<file path="src/rtl/mdu_seq.sv">
// Iterative RV32M multiply/divide unit: shift-add multiply, restoring divide, valid/ready handshakes.
// Define MDU_FAST_MUL_EN to compute multiplies with a single 64-bit multiplier (IDLE -> FIX -> DONE).
module mdu_seq (
  input  logic        i_clk,
  input  logic        i_rst_n,
  input  logic        i_valid,
  output logic        o_ready,
  input  logic [2:0]  i_op,
  input  logic [31:0] i_x,
  input  logic [31:0] i_y,
  input  logic        i_flush,
  output logic        o_valid,
  input  logic        i_ready,
  output logic [31:0] o_res
);

  localparam logic [1:0] IDLE = 2'd0;
  localparam logic [1:0] CALC = 2'd1;
  localparam logic [1:0] FIX  = 2'd2;
  localparam logic [1:0] DONE = 2'd3;

  logic [1:0]  r_state;
  logic [2:0]  r_op;
  logic [31:0] r_mag_x, r_mag_y;
  logic        r_sign_x, r_sign_y;
  logic [4:0]  r_cnt;
  logic [63:0] r_acc;
  logic [31:0] r_res;

  // Request decode
  logic        w_x_signed, w_y_signed, w_sx, w_sy;
  logic [31:0] w_mag_x, w_mag_y;
  logic        w_div_zero, w_div_ovf, w_fast_div;
  logic [31:0] w_fast_res;

  assign w_x_signed = (i_op == 3'b001) || (i_op == 3'b010) || (i_op == 3'b100) || (i_op == 3'b110);
  assign w_y_signed = (i_op == 3'b001) || (i_op == 3'b100) || (i_op == 3'b110);
  assign w_sx       = w_x_signed & i_x[31];
  assign w_sy       = w_y_signed & i_y[31];
  assign w_mag_x    = w_sx ? (~i_x + 32'd1) : i_x;
  assign w_mag_y    = w_sy ? (~i_y + 32'd1) : i_y;

  assign w_div_zero = i_op[2] && (i_y == 32'd0);
  assign w_div_ovf  = ((i_op == 3'b100) || (i_op == 3'b110)) &&
                      (i_x == 32'h8000_0000) && (i_y == 32'hFFFF_FFFF);
  assign w_fast_div = w_div_zero || w_div_ovf;

  // DIV* -> all ones / 0x80000000, REM* -> dividend / zero
  assign w_fast_res = w_div_zero ? (i_op[1] ? i_x : 32'hFFFF_FFFF)
                                 : (i_op[1] ? 32'd0 : 32'h8000_0000);

`ifdef MDU_FAST_MUL_EN
  logic [63:0] w_ext_x, w_ext_y, w_fast_prod;
  assign w_ext_x     = {{32{w_sx}}, i_x};
  assign w_ext_y     = {{32{w_sy}}, i_y};
  assign w_fast_prod = w_ext_x * w_ext_y;
`endif

  // Multiply step: acc = {partial high, remaining multiplier bits}
  logic [32:0] w_mul_sum;
  logic [63:0] w_mul_next;
  assign w_mul_sum  = {1'b0, r_acc[63:32]} + (r_acc[0] ? {1'b0, r_mag_x} : 33'd0);
  assign w_mul_next = {w_mul_sum, r_acc[31:1]};

  // Divide step: acc = {partial remainder, dividend bits shifting into quotient}
  logic [32:0] w_shift, w_diff;
  logic        w_ge;
  logic [63:0] w_div_next;
  assign w_shift    = {r_acc[63:32], r_acc[31]};
  assign w_diff     = w_shift - {1'b0, r_mag_y};
  assign w_ge       = ~w_diff[32];
  assign w_div_next = {(w_ge ? w_diff[31:0] : w_shift[31:0]), r_acc[30:0], w_ge};

  logic [63:0] w_prod;
  logic [31:0] w_quot, w_rem, w_fix_res;

  // NOTE: every always_comb output gets a default first so no path can infer a latch.
  always_comb begin
    w_prod    = r_acc;
    w_quot    = r_acc[31:0];
    w_rem     = r_acc[63:32];
    w_fix_res = 32'd0;
    if (((r_op == 3'b001) || (r_op == 3'b010)) && (r_sign_x ^ r_sign_y))
      w_prod = ~r_acc + 64'd1;
    if (r_sign_x ^ r_sign_y)
      w_quot = ~r_acc[31:0] + 32'd1;
    if (r_sign_x)
      w_rem = ~r_acc[63:32] + 32'd1;
    case (r_op)
      3'b000:                 w_fix_res = w_prod[31:0];
      3'b001, 3'b010, 3'b011: w_fix_res = w_prod[63:32];
      3'b100, 3'b101:         w_fix_res = w_quot;
      default:                w_fix_res = w_rem;
    endcase
  end

  // NOTE: sequential state uses non-blocking assignments only, so every register samples pre-edge values.
  always_ff @(posedge i_clk or negedge i_rst_n) begin
    if (!i_rst_n) begin
      r_state  <= IDLE;
      r_op     <= 3'd0;
      r_mag_x  <= 32'd0;
      r_mag_y  <= 32'd0;
      r_sign_x <= 1'b0;
      r_sign_y <= 1'b0;
      r_cnt    <= 5'd0;
      r_acc    <= 64'd0;
      r_res    <= 32'd0;
    end else if (i_flush) begin
      r_state <= IDLE;
    end else begin
      case (r_state)
        IDLE: begin
          if (i_valid) begin
            r_op     <= i_op;
            r_mag_x  <= w_mag_x;
            r_mag_y  <= w_mag_y;
            r_sign_x <= w_sx;
            r_sign_y <= w_sy;
            r_cnt    <= 5'd0;
            if (w_fast_div) begin
              r_res   <= w_fast_res;
              r_state <= DONE;
            end
`ifdef MDU_FAST_MUL_EN
            else if (!i_op[2]) begin
              // Product is already signed-correct; clear signs so FIX leaves it alone
              r_acc    <= w_fast_prod;
              r_sign_x <= 1'b0;
              r_sign_y <= 1'b0;
              r_state  <= FIX;
            end
`endif
            else begin
              r_acc   <= {32'd0, (i_op[2] ? w_mag_x : w_mag_y)};
              r_state <= CALC;
            end
          end
        end
        CALC: begin
          r_acc <= r_op[2] ? w_div_next : w_mul_next;
          r_cnt <= r_cnt + 5'd1;
          if (r_cnt == 5'd31)
            r_state <= FIX;
        end
        FIX: begin
          r_res   <= w_fix_res;
          r_state <= DONE;
        end
        default: begin
          if (i_ready)
            r_state <= IDLE;
        end
      endcase
    end
  end

  assign o_ready = (r_state == IDLE);
  assign o_valid = (r_state == DONE);
  assign o_res   = r_res;

endmodule

</file>
<file path="config.mk">
export PLATFORM = sky130hd
export DESIGN_NAME = mdu_seq
export DESIGN_NICKNAME = d
export VERILOG_FILES = /design/src/rtl/mdu_seq.sv
export SDC_FILE = /design/constraint.sdc
export NUM_CORES = 1
export LEC_CHECK = 0
export CORE_UTILIZATION = 40
export DETAILED_ROUTE_END_ITERATION = 16
export MAX_ROUTING_LAYER = met4
export PLACE_DENSITY_LB_ADDON = 0.2
export SLEW_MARGIN = 20
export SYNTH_ARGS = -nofsm -noshare
export SYNTH_HDL_FRONTEND = slang
export SYNTH_SLANG_ARGS = --single-unit
</file>
<file path="constraint.sdc">
create_clock -name i_clk -period 4.1 [get_ports i_clk]
set_input_delay 1.025 -clock i_clk [delete_from_list [all_inputs] [get_ports i_clk]]
set_output_delay 1.025 -clock i_clk [all_outputs]
set_load 0.01 [all_outputs]
</file>
* Word level (Yosys, flattened, before mapping)
Cells that the tools add are included.
** Cells by class
- Multipliers :: 0
- Multiplexer cells :: 27
- $lt $le $gt $ge :: 0
- Divide/modulo/power cells :: 0
- Bitwise logic cells :: 10
- $add $sub $neg :: 8
- Reductions and logical operators :: 25
- Equal/unequal tests :: 20
- Shifts and indexed selects :: 0
** Operators by type and width (count)
- 2-to-1 mux 32 bit :: 12
- 2-to-1 mux 64 bit :: 4
- adder 32 x 1 -> 32 bit (second input constant) :: 4
- NOT 32 bit :: 4
- case mux 64 bit (2 select lines) :: 1
- case mux 32 bit (3 select lines) :: 1
- adder 64 x 1 -> 64 bit (second input constant) :: 1
- == test 32 bit (second input constant) :: 2
- NOT 64 bit :: 1
- case mux 32 bit (2 select lines) :: 1
- adder 32 x 32 -> 33 bit :: 1
- subtractor 33 x 32 -> 33 bit :: 1
- zero test 32 bit :: 1
- == test 3 bit (second input constant) :: 4
- 2-to-1 mux 2 bit :: 5
- case mux 5 bit (2 select lines) :: 1
- == test 3 x 2 -> 1 bit (second input constant) :: 3
- AND reduction 3 bit :: 3
- logical OR 1 bit :: 8
- AND reduction 4 bit :: 2
- == test 3 x 1 -> 1 bit (second input constant) :: 2
- case mux 2 bit (3 select lines) :: 1
- adder 5 x 1 -> 5 bit (second input constant) :: 1
- == test 5 bit (second input constant) :: 1
- other kinds (17) :: 25
** Word-level totals
- Memory bits (read-only) :: 0
- Logic and storage cells :: 99
- Output and inout bits :: 34
- Memories :: 0
- Bits of input ports :: 72
- Bits in latches :: 0
- Bits in registers :: 172
- RAM bits :: 0

* Depth between registers and ports, before layout
- Depth in word-level cells :: 10
- Gate-level depth with buffers :: 15

* Worst setup path before layout
OpenSTA, ideal clock, no wires.
- Path type :: input to register
- From :: in i_x[0]
- To :: reg r_acc[58]
- Data arrival time :: 3.357 ns
- Buffers on the path :: 1
- Data required time :: 3.974 ns
- Stages :: 10
- Setup slack :: 0.617 ns
- Library setup time :: 0.126 ns
- Cells stage by stage :: inv_1 -> ha_1 -> or4b_2 -> nor3_1 -> nand4_1 -> o221ai_1 -> a21oi_2 -> and2_4 -> buf_6 -> a221o_1
** On the way
- Word-level cells in the longest chain between the ends :: 6
** RTL lines
- from (decl) :: line 9 : input logic [31:0] i_x,
- == test 32 bit :: line 45 : (i_x == 32'h8000_0000) && (i_y == 32'hFFFF_FFFF);
- logical AND 1 bit :: line 44 : assign w_div_ovf = ((i_op == 3'b100) || (i_op == 3'b110)) &&
- logical AND 1 bit :: line 45
- logical OR 1 bit :: line 46 : assign w_fast_div = w_div_zero || w_div_ovf;
- inequality test 2 bit (no source line)
- AND reduction 4 bit (no source line)
- to (signal assigned) :: line 135 : r_acc <= {32'd0, (i_op[2] ? w_mag_x : w_mag_y)};
- to (signal assigned) :: line 141 : r_acc <= r_op[2] ? w_div_next : w_mul_next;
- to (decl) :: line 27 : logic [63:0] r_acc;
Every way passes these cells.
A chain may end at the register's enable or synchronous reset.

* Final worst setup path
- From :: reg r_acc[31]
- To :: reg r_acc[43]
** On the way
- Word-level cells in the longest chain between the ends :: 4
** RTL lines
- subtractor 33 x 32 -> 33 bit :: line 70 : assign w_diff = w_shift - {1'b0, r_mag_y};
- 2-to-1 mux 32 bit :: line 72 : assign w_div_next = {(w_ge ? w_diff[31:0] : w_shift[31:0]), r_acc[30:0], w_ge};
- 2-to-1 mux 64 bit :: line 141
- case mux 64 bit (2 select lines) :: line 112 : case (r_state)
Every way passes these cells.

==> run_results.csv <==
group,metric,value,unit
sta,timing.final.ws_setup,0.2581,ns
pwr,power.density,833.9,nW/um^2
floorplanning,die_area,41320,um^2
setup_path,r2r-start,"r_acc[31]",
synth,yosys.area_share.adder,0.06039,
clocking,clockRootBuffer,"clkbuf_16",
synth,synth-simple-area-share,0.1934,
synth,ys.flop_type,"dfrtp_1",
synth,synth_compound_area_frac,0.2850,
sta,min_period_over_period,0.9370,
clocking,clock_latency,0.47,ns
synth,yosys_warnings,0,
synth,synthMuxAreaShare,0.04842,
setup_path,cp-end-kind,"register",
finish,layout_commonest_cell,"o21ai_0",
setup_path,r2r_setup_slack,0.26,ns
floorplanning,rows,73,
floorplanning,io_pins,106,
synth,ys_ff_latch,172,
finish,final-seq-area,4305,um^2
worst_hold_path,worstHoldStart,"r_mag_x[27]",
sta,tightest_slew,0.9727,ns
clocking,cts_num_sinks,172,
sta,relSlewSlack,0.3515,
floorplanning,start_util,0.4069,
sta,finalHoldViolations,0,
clocking,cts_hold_buf,0,
setup_path,cp-start-kind,"register",
finish,final_cell_mix,"o21ai_0, nand2_1, nor2_1",
setup_path,crit_fanout,30,
clocking,cts.htree.levels,4,
sta,holdWs,0.4750,ns
global_route,antenna_found_initial,0,
route,drt-vias-per-instance,6.106,
pwr,worst_ir_drop_vdd,0.5887,mV
setup_path,critPathBufInv,2,
placement,dpl.hpwl,51.22,mm
global_route,track_usage,0.3248,
floorplanning,die_w,203.3,um
synth,ys_seq_area_frac,0.2656,
setup_path,startpoint,"r_acc[31]",
route,vias,17104,
synth,synth-edff-count,0,
synth,synth_area,16200,um^2
route,ant_nets,0,
global_route,overflow,0,
setup_path,path_cells,"inv_1 -> ha_1 -> fa_1 -> nand2b_1 -> a21oi_1 -> o21ai_1 -> a2111oi_2 -> o211ai_1 -> a211oi_4 -> buf_12 -> mux2i_1 -> nor2_1 -> a221o_1",
route,wl,65.22,mm
setup_path,timing.rr.end,"r_acc[43]",
global_route,grt_pass1_wl,98.24,mm
finish,multi_input_area,11040,um^2
setup_path,cpPeakStageDelay,0.53,ns
setup_path,critPathKind,"register to register",
worst_hold_path,hold_depth,2,
setup_path,cp_top_family,"compound AO/OA/AOI/OAI gates",
synth,yosysUniqueCellTypes,87,
placement,place_inst,2771,
worst_hold_path,min_path_type,"register to register",
setup_path,arrival,4.20,ns
finish,fin_cells,2801,
global_route,grt_start_max_net_pins,135,
placement,post-place-ws,-0.2272,ns
sta,layout_min_cycle_time,3.842,ns
finish,final.fill_count,4084,
clocking,cts_tree,"done",
finish,fin_util,0.4865,
sta,setup_viol,0,
synth,synthXorXnorAreaFrac,0.09189,
pwr,leakage,8.090,nW
synth,postSynth.asyncResetShare,1.000,
finish,antenna_cells,0,
setup_path,r2r_cells,13,
route,wl_per_cell,23.28,um
placement,gp_congestion,1.037,
finish,drive_gt1_frac,0.1112,
finish,fin_area,19370,um^2
sta,rsz0062_at_grt,"false",
worst_hold_path,hold_end,"r_mag_x[27]",
route,drcViolationCount,0,
sta,finClkSkew,0.01299,ns
setup_path,worstPathRequired,4.46,ns
clocking,clock_path_buffers,2,
setup_path,critPathSlowestCell,"a2111oi_2",
placement,io_buffer_count,105,
sta,timing.fmax,260.3,MHz
run,drv_cap,0,
clocking,cts_setup_buffers,0,
route,dr.first_iter.drc_count,1613,
synth,avgSynthCellArea,7.668,um^2
synth,synthesis.nets,2262,
clocking,path_clk_slew,0.07,ns
synth,synth_top_family_by_area,"compound AO/OA/AOI/OAI gates",
sta,maxSlewViolCount,0,
floorplanning,core-area,39820,um^2
clocking,post_cts_resized,0,
finish,syn2layout_area_growth,19.56,%
global_route,first_global_vias,16304,
synth,synth_cells,2113,
route,drt_pass1_iterations,5,
floorplanning,die_h,203.3,um
clocking,numCtsBuffers,17,
status,status,"complete, no violations",
finish,final_nets,2414,
placement,place_area,18750,um^2
## synthesized netlist by cell type, types with 43 or more instances
cell type	count	area, um^2
a21oi_1	167	835.8
a31oi_1	43	269.0
and2_1	49	306.5
clkbuf_1	116	435.4
dfrtp_1	172	4304
ha_1	75	938.4
inv_1	74	277.8
mux2i_1	66	660.6
nand2_1	220	825.8
nor2_1	172	645.6
o21ai_0	250	1251
xnor2_1	86	753.2
xor2_1	84	735.7
## worst max path at each step
stage / to / cells past startpoint
after floorplan: r_acc[58] / 10
after global placement: o_res[25] / 13
after detailed placement: o_res[20] / 14
after CTS: o_res[20] / 14
after global routing: r_acc[43] / 13
final: r_acc[43] / 13
## routing by layer
metal	vias up	share of wire	track usage
met5	-	0	-
met4	0	0.046	0.1439
met3	141	0.083	0.05785
met2	823	0.44	0.4881
met1	8138	0.43	0.4255
li1	8002	-	-
## where the power goes
group | total (mW) | internal [mW] | switching [mW] | leakage (nW)
Combinational | 10.9 | 4.33 | 6.55 | 5.66
Clock | 1.80 | 1.05 | 0.752 | 0.295
Sequential | 3.48 | 2.47 | 1.01 | 2.14
Total | 16.2 | 7.84 | 8.31 | 8.09
## flip-flops by register name (all words and copies together) (netlist names)
register / cells
r_state: 2
r_mag_x: 32
r_op: 3
r_sign_y: 1
r_sign_x: 1
o_res: 32
r_acc: 64
r_mag_y: 32
r_cnt: 5
## metrics by stage
stage,setup TNS (ns),power (mW)
2_1_floorplan,0,10.31
3_3_place_gp,-1.145,14.00
3_5_place_dp,-8.093,14.08
4_1_cts,0,15.93
5_1_grt,0,17.26
6_report,0,16.15
## cells by family (layout without fill, tap and decap cells)
family          Yosys count  after routing
mux                      77             77
compound gates          736            736
flops                   172            172
simple gates            657            657
xor+xnor                170            170
fa+ha+maj                77             77
buf+inv                 224            387
## worst min-delay path, stage by stage (launching register included)
cell,delay (ns)
dfrtp_1,0.34
nand2_1,0.04
o21ai_0,0.06
## layout make-up
type / count / area share
multi-input combinational: 1717 / 0.5700
tap: 525 / 0.03391
timing repair buffer: 280 / 0.1268
sequential: 172 / 0.2222
inverter: 77 / 0.01492
clock inverter: 10 / 0.008525
clock buffer: 20 / 0.02357
No activity file was read; power rests on OpenSTA's default activity.
